[src/rtl/out_port_sink_pkg.sv]
`default_nettype none
// ============================================================================
// Module   : out_port_sink_pkg
// Brief    : Shared defines and types for the processor out-port sink
//            (optional feature macro: OUTPORT_IRQ_EN).
// Revision : 1.0 - initial release
// ============================================================================
`ifndef inPortWidth
`define inPortWidth 16
`endif
`ifndef OUTPORT_DEPTH
`define OUTPORT_DEPTH 4
`endif
`ifndef OUTPORT_THRESH
`define OUTPORT_THRESH 3
`endif

package out_port_sink_pkg;

    typedef struct packed {
        logic full;
        logic empty;
    } fifoFlags_t;

    // Pointer width: index bits plus one wrap bit.
    function automatic int ptrWidth(input int depth);
        return $clog2(depth) + 1;
    endfunction

endpackage
`default_nettype wire

[src/rtl/out_port_fifo.sv]
`default_nettype none
// ============================================================================
// Module   : out_port_fifo
// Brief    : Wrap-bit FIFO: storage array, pointers, full/empty and level.
// Revision : 1.0 - initial release
// ============================================================================
module out_port_fifo
    import out_port_sink_pkg::*;
#(
    parameter int DATA_W = 16,
    parameter int DEPTH  = 4
) (
    input  logic                       clk,
    input  logic                       rst,
    input  logic                       i_wrEn,
    input  logic [DATA_W-1:0]          i_wrData,
    input  logic                       i_rdEn,
    output logic [DATA_W-1:0]          o_rdData,
    output fifoFlags_t                 o_flags,
    output logic [ptrWidth(DEPTH)-1:0] o_level
);

    localparam int c_PW = ptrWidth(DEPTH);
    localparam int c_IW = c_PW - 1;

    logic [DATA_W-1:0] r_mem [DEPTH];
    logic [c_PW-1:0]   r_wrPtr;
    logic [c_PW-1:0]   r_rdPtr;
    logic [c_IW-1:0]   w_wrIdx;
    logic [c_IW-1:0]   w_rdIdx;

    assign w_wrIdx = r_wrPtr[c_IW-1:0];
    assign w_rdIdx = r_rdPtr[c_IW-1:0];

    always_ff @(posedge clk or posedge rst) begin
        if (rst) begin
            r_wrPtr <= '0;
            r_rdPtr <= '0;
        end else begin
            if (i_wrEn) r_wrPtr <= r_wrPtr + c_PW'(1);
            if (i_rdEn) r_rdPtr <= r_rdPtr + c_PW'(1);
        end
    end

    always_ff @(posedge clk) begin
        if (i_wrEn) r_mem[w_wrIdx] <= i_wrData;
    end

    assign o_flags.empty = (r_wrPtr == r_rdPtr);
    assign o_flags.full  = (w_wrIdx == w_rdIdx) && (r_wrPtr[c_PW-1] != r_rdPtr[c_PW-1]);
    assign o_level       = r_wrPtr - r_rdPtr;
    assign o_rdData      = o_flags.empty ? '0 : r_mem[w_rdIdx];

endmodule
`default_nettype wire

[src/rtl/out_port_sink.sv]
`default_nettype none
// ============================================================================
// Module   : out_port_sink
// Brief    : Processor out-port consumer: FIFO buffering, valid/ready device
//            handshake, sticky overflow; irq_req FSM when OUTPORT_IRQ_EN set.
// Revision : 1.0 - initial release
// ============================================================================
module out_port_sink
    import out_port_sink_pkg::*;
#(
    parameter int DATA_W = `inPortWidth,
    parameter int DEPTH  = `OUTPORT_DEPTH,
    parameter int THRESH = `OUTPORT_THRESH
) (
    input  logic                       clk,
    input  logic                       reset,
    input  logic [DATA_W-1:0]          out_data,
    input  logic                       out_en,
    output logic [DATA_W-1:0]          dev_data,
    output logic                       dev_valid,
    input  logic                       dev_ready,
    output logic [$clog2(DEPTH):0]     fifo_level,
    output logic                       overflow,
    input  logic                       clear_ovf,
    output logic                       irq_req
);

    localparam int c_PW = ptrWidth(DEPTH);

    fifoFlags_t w_flags;
    logic       w_pop;
    logic       w_push;
    logic       w_drop;
    logic       r_overflow;

    if ((DEPTH < 2) || ((DEPTH & (DEPTH - 1)) != 0) || (THRESH < 1) || (THRESH > DEPTH))
    begin : g_paramCheck
        $error("out_port_sink: DEPTH must be a power of two >= 2 and THRESH in 1..DEPTH");
    end

    // A pop frees a slot in the same cycle, so a full FIFO still accepts a push.
    assign w_pop  = dev_valid && dev_ready;
    assign w_push = out_en && (!w_flags.full || w_pop);
    assign w_drop = out_en && w_flags.full && !w_pop;

    out_port_fifo #(
        .DATA_W (DATA_W),
        .DEPTH  (DEPTH)
    ) u_fifo (
        .clk      (clk),
        .rst      (reset),
        .i_wrEn   (w_push),
        .i_wrData (out_data),
        .i_rdEn   (w_pop),
        .o_rdData (dev_data),
        .o_flags  (w_flags),
        .o_level  (fifo_level)
    );

    assign dev_valid = !w_flags.empty;

    always_ff @(posedge clk or posedge reset) begin
        if (reset) begin
            r_overflow <= 1'b0;
        end else if (w_drop) begin
            r_overflow <= 1'b1;
        end else if (clear_ovf) begin
            r_overflow <= 1'b0;
        end
    end

    assign overflow = r_overflow;

`ifdef OUTPORT_IRQ_EN
    localparam logic [0:0]      c_ST_IDLE      = 1'b0;
    localparam logic [0:0]      c_ST_ARMED_OFF = 1'b1;
    localparam logic [c_PW-1:0] c_THRESH_LVL   = c_PW'(THRESH);

    logic [0:0] r_state;
    logic [0:0] w_stateNext;
    logic       r_irq;
    logic       w_irqNext;

    always_ff @(posedge clk or posedge reset) begin
        if (reset) begin
            r_state <= c_ST_IDLE;
            r_irq   <= 1'b0;
        end else begin
            r_state <= w_stateNext;
            r_irq   <= w_irqNext;
        end
    end

    // Pulse once on the upward threshold crossing; re-arm only after dropping below.
    always_comb begin
        w_stateNext = r_state;
        w_irqNext   = 1'b0;
        case (r_state)
            c_ST_IDLE: begin
                if (fifo_level >= c_THRESH_LVL) begin
                    w_stateNext = c_ST_ARMED_OFF;
                    w_irqNext   = 1'b1;
                end
            end
            c_ST_ARMED_OFF: begin
                if (fifo_level < c_THRESH_LVL) w_stateNext = c_ST_IDLE;
            end
            default: w_stateNext = c_ST_IDLE;
        endcase
    end

    assign irq_req = r_irq;
`else
    assign irq_req = 1'b0;
`endif

endmodule
`default_nettype wire

[config.mk]
export PLATFORM = sky130hd
export DESIGN_NAME = out_port_sink
export DESIGN_NICKNAME = d
export VERILOG_FILES = /design/src/rtl/out_port_sink_pkg.sv /design/src/rtl/out_port_fifo.sv /design/src/rtl/out_port_sink.sv
export SDC_FILE = /design/constraint.sdc
export NUM_CORES = 1
export LEC_CHECK = 0
export ABC_AREA = 1
export BUFFER_PORTS_ARGS = -buffer_cell sky130_fd_sc_hd__buf_2
export CAP_MARGIN = 10
export CORE_AREA = 3 3 92 115
export CTS_CLUSTER_DIAMETER = 40
export DETAILED_ROUTE_END_ITERATION = 12
export DIE_AREA = 0 0 95 118
export GPL_TIMING_DRIVEN = 0
export PLACE_DENSITY = 0.62
export SLEW_MARGIN = 0
export SYNTH_ARGS = -nofsm -noshare
export SYNTH_HDL_FRONTEND = slang
export SYNTH_HIERARCHICAL = 1
export SYNTH_SLANG_ARGS = --single-unit
[constraint.sdc]
create_clock -name clk -period 7.8 [get_ports clk]
set_input_delay 0.78 -clock clk [delete_from_list [all_inputs] [get_ports clk]]
set_output_delay 0.78 -clock clk [all_outputs]
set_load 0.005 [all_outputs]
==> results.md <==
Yosys:
- Among all cell types in the netlist, the one instantiated most often is sky130_fd_sc_hd__inv_1.
- The total of warnings raised by yosys is 6.
- The instance count of the mapped netlist is 315.
- The mapped netlist covers 0.00332 mm².
- The cell taking the most area after synthesis is sky130_fd_sc_hd__edfxtp_1.
- Dividing the synthesized area by the synthesized cell count gives 10.5 µm².
- Ranked by instance count, the synthesized netlist is headed by sky130_fd_sc_hd__inv_1, sky130_fd_sc_hd__nand2_1, sky130_fd_sc_hd__edfxtp_1.
- The number of flip-flops and latches in the synthesized netlist is 71.
- By area the synthesized netlist is led by sky130_fd_sc_hd__edfxtp_1, sky130_fd_sc_hd__inv_1, sky130_fd_sc_hd__nand2_1.
- The number of nets produced by synthesis is 344.
- The portion of the post-synthesis area used by sequential elements is 63.1%.
- The share of async-settable or async-resettable flops after synthesis is 9.86%.
- After synthesis, the netlist uses 22 different library cells.
- The commonest register cell after synthesis is sky130_fd_sc_hd__edfxtp_1.
- The area share of the largest cell type after synthesis is 57.9%.
- In this run, synthesis inferred 64 flip-flops with an integrated enable.

Power:
- The switching power is 0.604 mW.
- Of the total power, combinational logic draws 40.4%.
- The maximum vdd drop is 0.171 mV.
- The share of total power dissipated in the clock network is 28.1%.
- Summed over all cells, the static leakage comes to 1.92 nW.
- In this run the power density over the cells is 429 mW/mm².
- The sequential group share of total power is 31.5%.
- The cell internal power dissipation is 1.13 mW.
- The switching part of the total power is 34.8%.

Clock network:
- In this run the clock root is driven by a sky130_fd_sc_hd__clkbuf_16.
- The post-CTS setup buffer count is 0.
- The later pin in the worst-skew pair is clocked with a latency of 0.32 ns.
- Once the clock tree was built, the resizer swapped 0 gates to a different size.
- The H-tree was split into 3 levels.
- CTS saw 71 sinks.
- The count of hold-fix buffers inserted at cts is 0.
- The clock-pin transition on the worst setup and hold timing paths is 0.06 ns.
- TritonCTS built the clock tree.
- The clock buffer count from CTS is 9.
- The maximum root-to-sink buffer count is 2.

Setup path:
- The worst-case register-to-register setup slack is 4.55 ns.
- Of all nets on the critical path, the largest fanout is 16.
- The critical path startpoint category is a register.
- The endpoint of the worst register-to-register path is u_fifo/r_mem[3][1].
- The endpoint kind of the worst setup timing path is a register.
- Tracing the worst setup path back leads to its startpoint at u_fifo/r_rdPtr[1].
- The critical path ends at u_fifo/r_mem[3][1].
- The worst endpoint required time is 7.75 ns.
- The data arrival time of the critical path is 3.20 ns.
- The start of the worst register-to-register path is u_fifo/r_rdPtr[1].
- The setup path with the least slack is of type reg -> reg.
- The number of cells on the worst reg-to-reg path is 13.

Die:
- For this configuration, the core starts out at a cell density of 34.4%.
- The chip width is 95 µm.
- The core region is 0.00966 mm².
- The number of top-level design ports is 43.
- The die covers 0.0112 mm².
- In this run the core area contains 40 standard-cell rows.
- The floorplan step set the die height to 118 µm.

Status:
- The flow ran to the end, and the final reports show no timing, DRC or antenna violations.

STA:
- The achievable clock frequency is 308 MHz.
- The period utilization is 41.6%.
- The actual transition at the worst max-transition pin is 0.823 ns.
- Setup repair after global routing left no endpoint under its margin.
- Summed over all failing endpoints, the final setup total negative slack is 0 ns.
- The tightest hold margin is 0.286 ns.
- On the final layout, the worst clock skew is 0.00574 ns.
- The number of endpoints with negative hold slack in the final report came to 0.
- In this run the tightest slew margin relative to its limit is 45.1%.
- The final count of pins violating max slew is 0.
- Subtracting the final worst setup slack from the clock period gives 3.25 ns.
- Setup violations remaining at the end of the flow were counted as 0.

Cells and area:
- The area growth from synthesis to layout is 21.7%.
- In the final layout, the share of cells above drive strength 1 is 23.5%.
- The utilization of the core after routing is 41.9%.
- The number of cells in the finished layout apart from fillers is 497.
- The number of nets in the finished design is 396.
- The number of antenna repair diodes is 0.

Global routing:
- Summed over all layers, the global routing overflow is 0.
- The number of global-route vias before repair is 2114.
- The pin count of the biggest net entering global routing is 17.
- The wire length of the first global-routing pass is 10.5 mm.
- The overall track demand over capacity in global routing is 12.8%.
- The fraction of met2 tracks used by global routing is 20.8%.
- The routing layer with the top usage in global route is met2.
- Global routing consumed, on the met1 layer, 15.4% of the routing resources.
- In the global route stage, met3 resource usage came out at 3.64%.
- The number of antenna violations at the first check in global routing is 0.

Route:
- The post-detailed-route DRC marker count is 0.
- The total via count in the routed design is 2084.
- Dividing the detail-routed wire length by the instance count gives 13.2 µm.
- For this block, the initial DRC count from the detailed router was 90.
- The wire length after detailed routing is 6.58 mm.
- The ratio of routed vias to standard cells is 4.19.
- The first TritonRoute pass finished after 4 iterations.
- The remaining antenna violation count after routing is 0.

Place:
- Including well taps, the total number of placed cells is 482.
- Detailed placement finished with a half-perimeter wire length of 4.35 mm.
- The congestion estimate from routability-driven global placement came to 0.754.
- The count of buffers from port buffering is 41.

Min path:
- The min-delay analysis places its worst path in the category in -> async.

Flow run:
- Max-cap violations in this run came to 0.
-- sequential cells by signal (all words and copies together), names as in the netlist --
name and cells:
u_fifo/r_rdPtr 3, overflow 1, u_fifo/r_mem 64, u_fifo/r_wrPtr 3
-- routing by layer --
metal | up-vias | routed length, µm | share of wire [%]
li1 | 1080 | - | -
met1 | 945 | 2880 | 44
met2 | 55 | 3230 | 49
met3 | 4 | 403 | 6.1
met4 | 0 | 58 | 0.88
met5 | - | 0 | 0
-- placed cells by master, fill, tap and decap left out --
cell type,count
sky130_fd_sc_hd__clkbuf_1,1
sky130_fd_sc_hd__a21oi_1,8
sky130_fd_sc_hd__inv_1,80
sky130_fd_sc_hd__o21ai_0,2
sky130_fd_sc_hd__buf_12,1
sky130_fd_sc_hd__inv_4,1
sky130_fd_sc_hd__clkbuf_16,9
sky130_fd_sc_hd__inv_2,3
sky130_fd_sc_hd__dfrtp_1,7
sky130_fd_sc_hd__ha_1,7
sky130_fd_sc_hd__fa_1,1
sky130_fd_sc_hd__conb_1,1
sky130_fd_sc_hd__buf_4,1
sky130_fd_sc_hd__edfxtp_1,64
sky130_fd_sc_hd__nand2_1,76
sky130_fd_sc_hd__xor2_1,5
sky130_fd_sc_hd__nand2_4,1
sky130_fd_sc_hd__a21oi_2,10
sky130_fd_sc_hd__buf_6,6
sky130_fd_sc_hd__nor2_8,1
sky130_fd_sc_hd__clkinv_2,1
sky130_fd_sc_hd__bufinv_16,4
sky130_fd_sc_hd__nand3_1,32
sky130_fd_sc_hd__nand2_2,3
sky130_fd_sc_hd__clkinv_4,1
sky130_fd_sc_hd__buf_2,45
-- cell families after synthesis --
group | share of synthesized area (%)
and+or+nand+nor | 14.9
buffers and inverters | 13.1
DFF | 63.1
AOI/OAI and AO/OA | 4.14
adders and majority gates | 3.24
xor gates and xnor gates | 1.32
other | 0.113
-- power groups by stage --
stage	Combinational, mW	Sequential [mW]	Clock, mW
global placement	0.699	0.551	0
detailed placement	0.712	0.555	0
finish	0.701	0.546	0.488
floorplan	0.462	0.546	0
global route	0.788	0.554	0.515
CTS	0.717	0.547	0.498
-- worst min-delay path by stage --
stage,start,to,slack [ns],depth (start not counted)
final,reset,overflow,0.29,2
after global routing,reset,overflow,0.28,2
after CTS,reset,overflow,0.27,2
after detailed placement,overflow,overflow,0.48,2
after global placement,overflow,overflow,0.46,2
after floorplan,overflow,overflow,0.47,2
-- worst max-delay path: stages, from the launching register on --
cell and delay, ns:
sky130_fd_sc_hd__dfrtp_1 0.43, sky130_fd_sc_hd__buf_6 0.17, sky130_fd_sc_hd__inv_4 0.12, sky130_fd_sc_hd__buf_6 0.16, sky130_fd_sc_hd__ha_1 0.23, sky130_fd_sc_hd__nand2_1 0.19, sky130_fd_sc_hd__nor2_8 0.10, sky130_fd_sc_hd__buf_12 0.16
sky130_fd_sc_hd__inv_2 0.07, sky130_fd_sc_hd__nand2_2 0.07, sky130_fd_sc_hd__a21oi_2 0.12, sky130_fd_sc_hd__clkbuf_1 0.28, sky130_fd_sc_hd__nand2_1 0.13, sky130_fd_sc_hd__inv_1 0.63
-- stage by stage --
step                setup slack [ns]  instance area (µm²)  total power [mW]
floorplan                       5.20                 3320              1.01
global placement                4.61                 3680              1.25
detailed placement              4.55                 3680              1.27
CTS                             4.52                 4040              1.76
global route                    4.35                 4040              1.86
finish                          4.55                 4040              1.74
-- final cells by class --
type	instances	area (µm²)
fill	897	5620
sequential	71	2100
multi-input combinational	147	788
inverter	84	318
clock buffer	9	225
timing repair buffer	41	205
tap	126	158
clock inverter	6	134
buffer	13	119
Note: power is estimated with default switching activity, not from simulation.
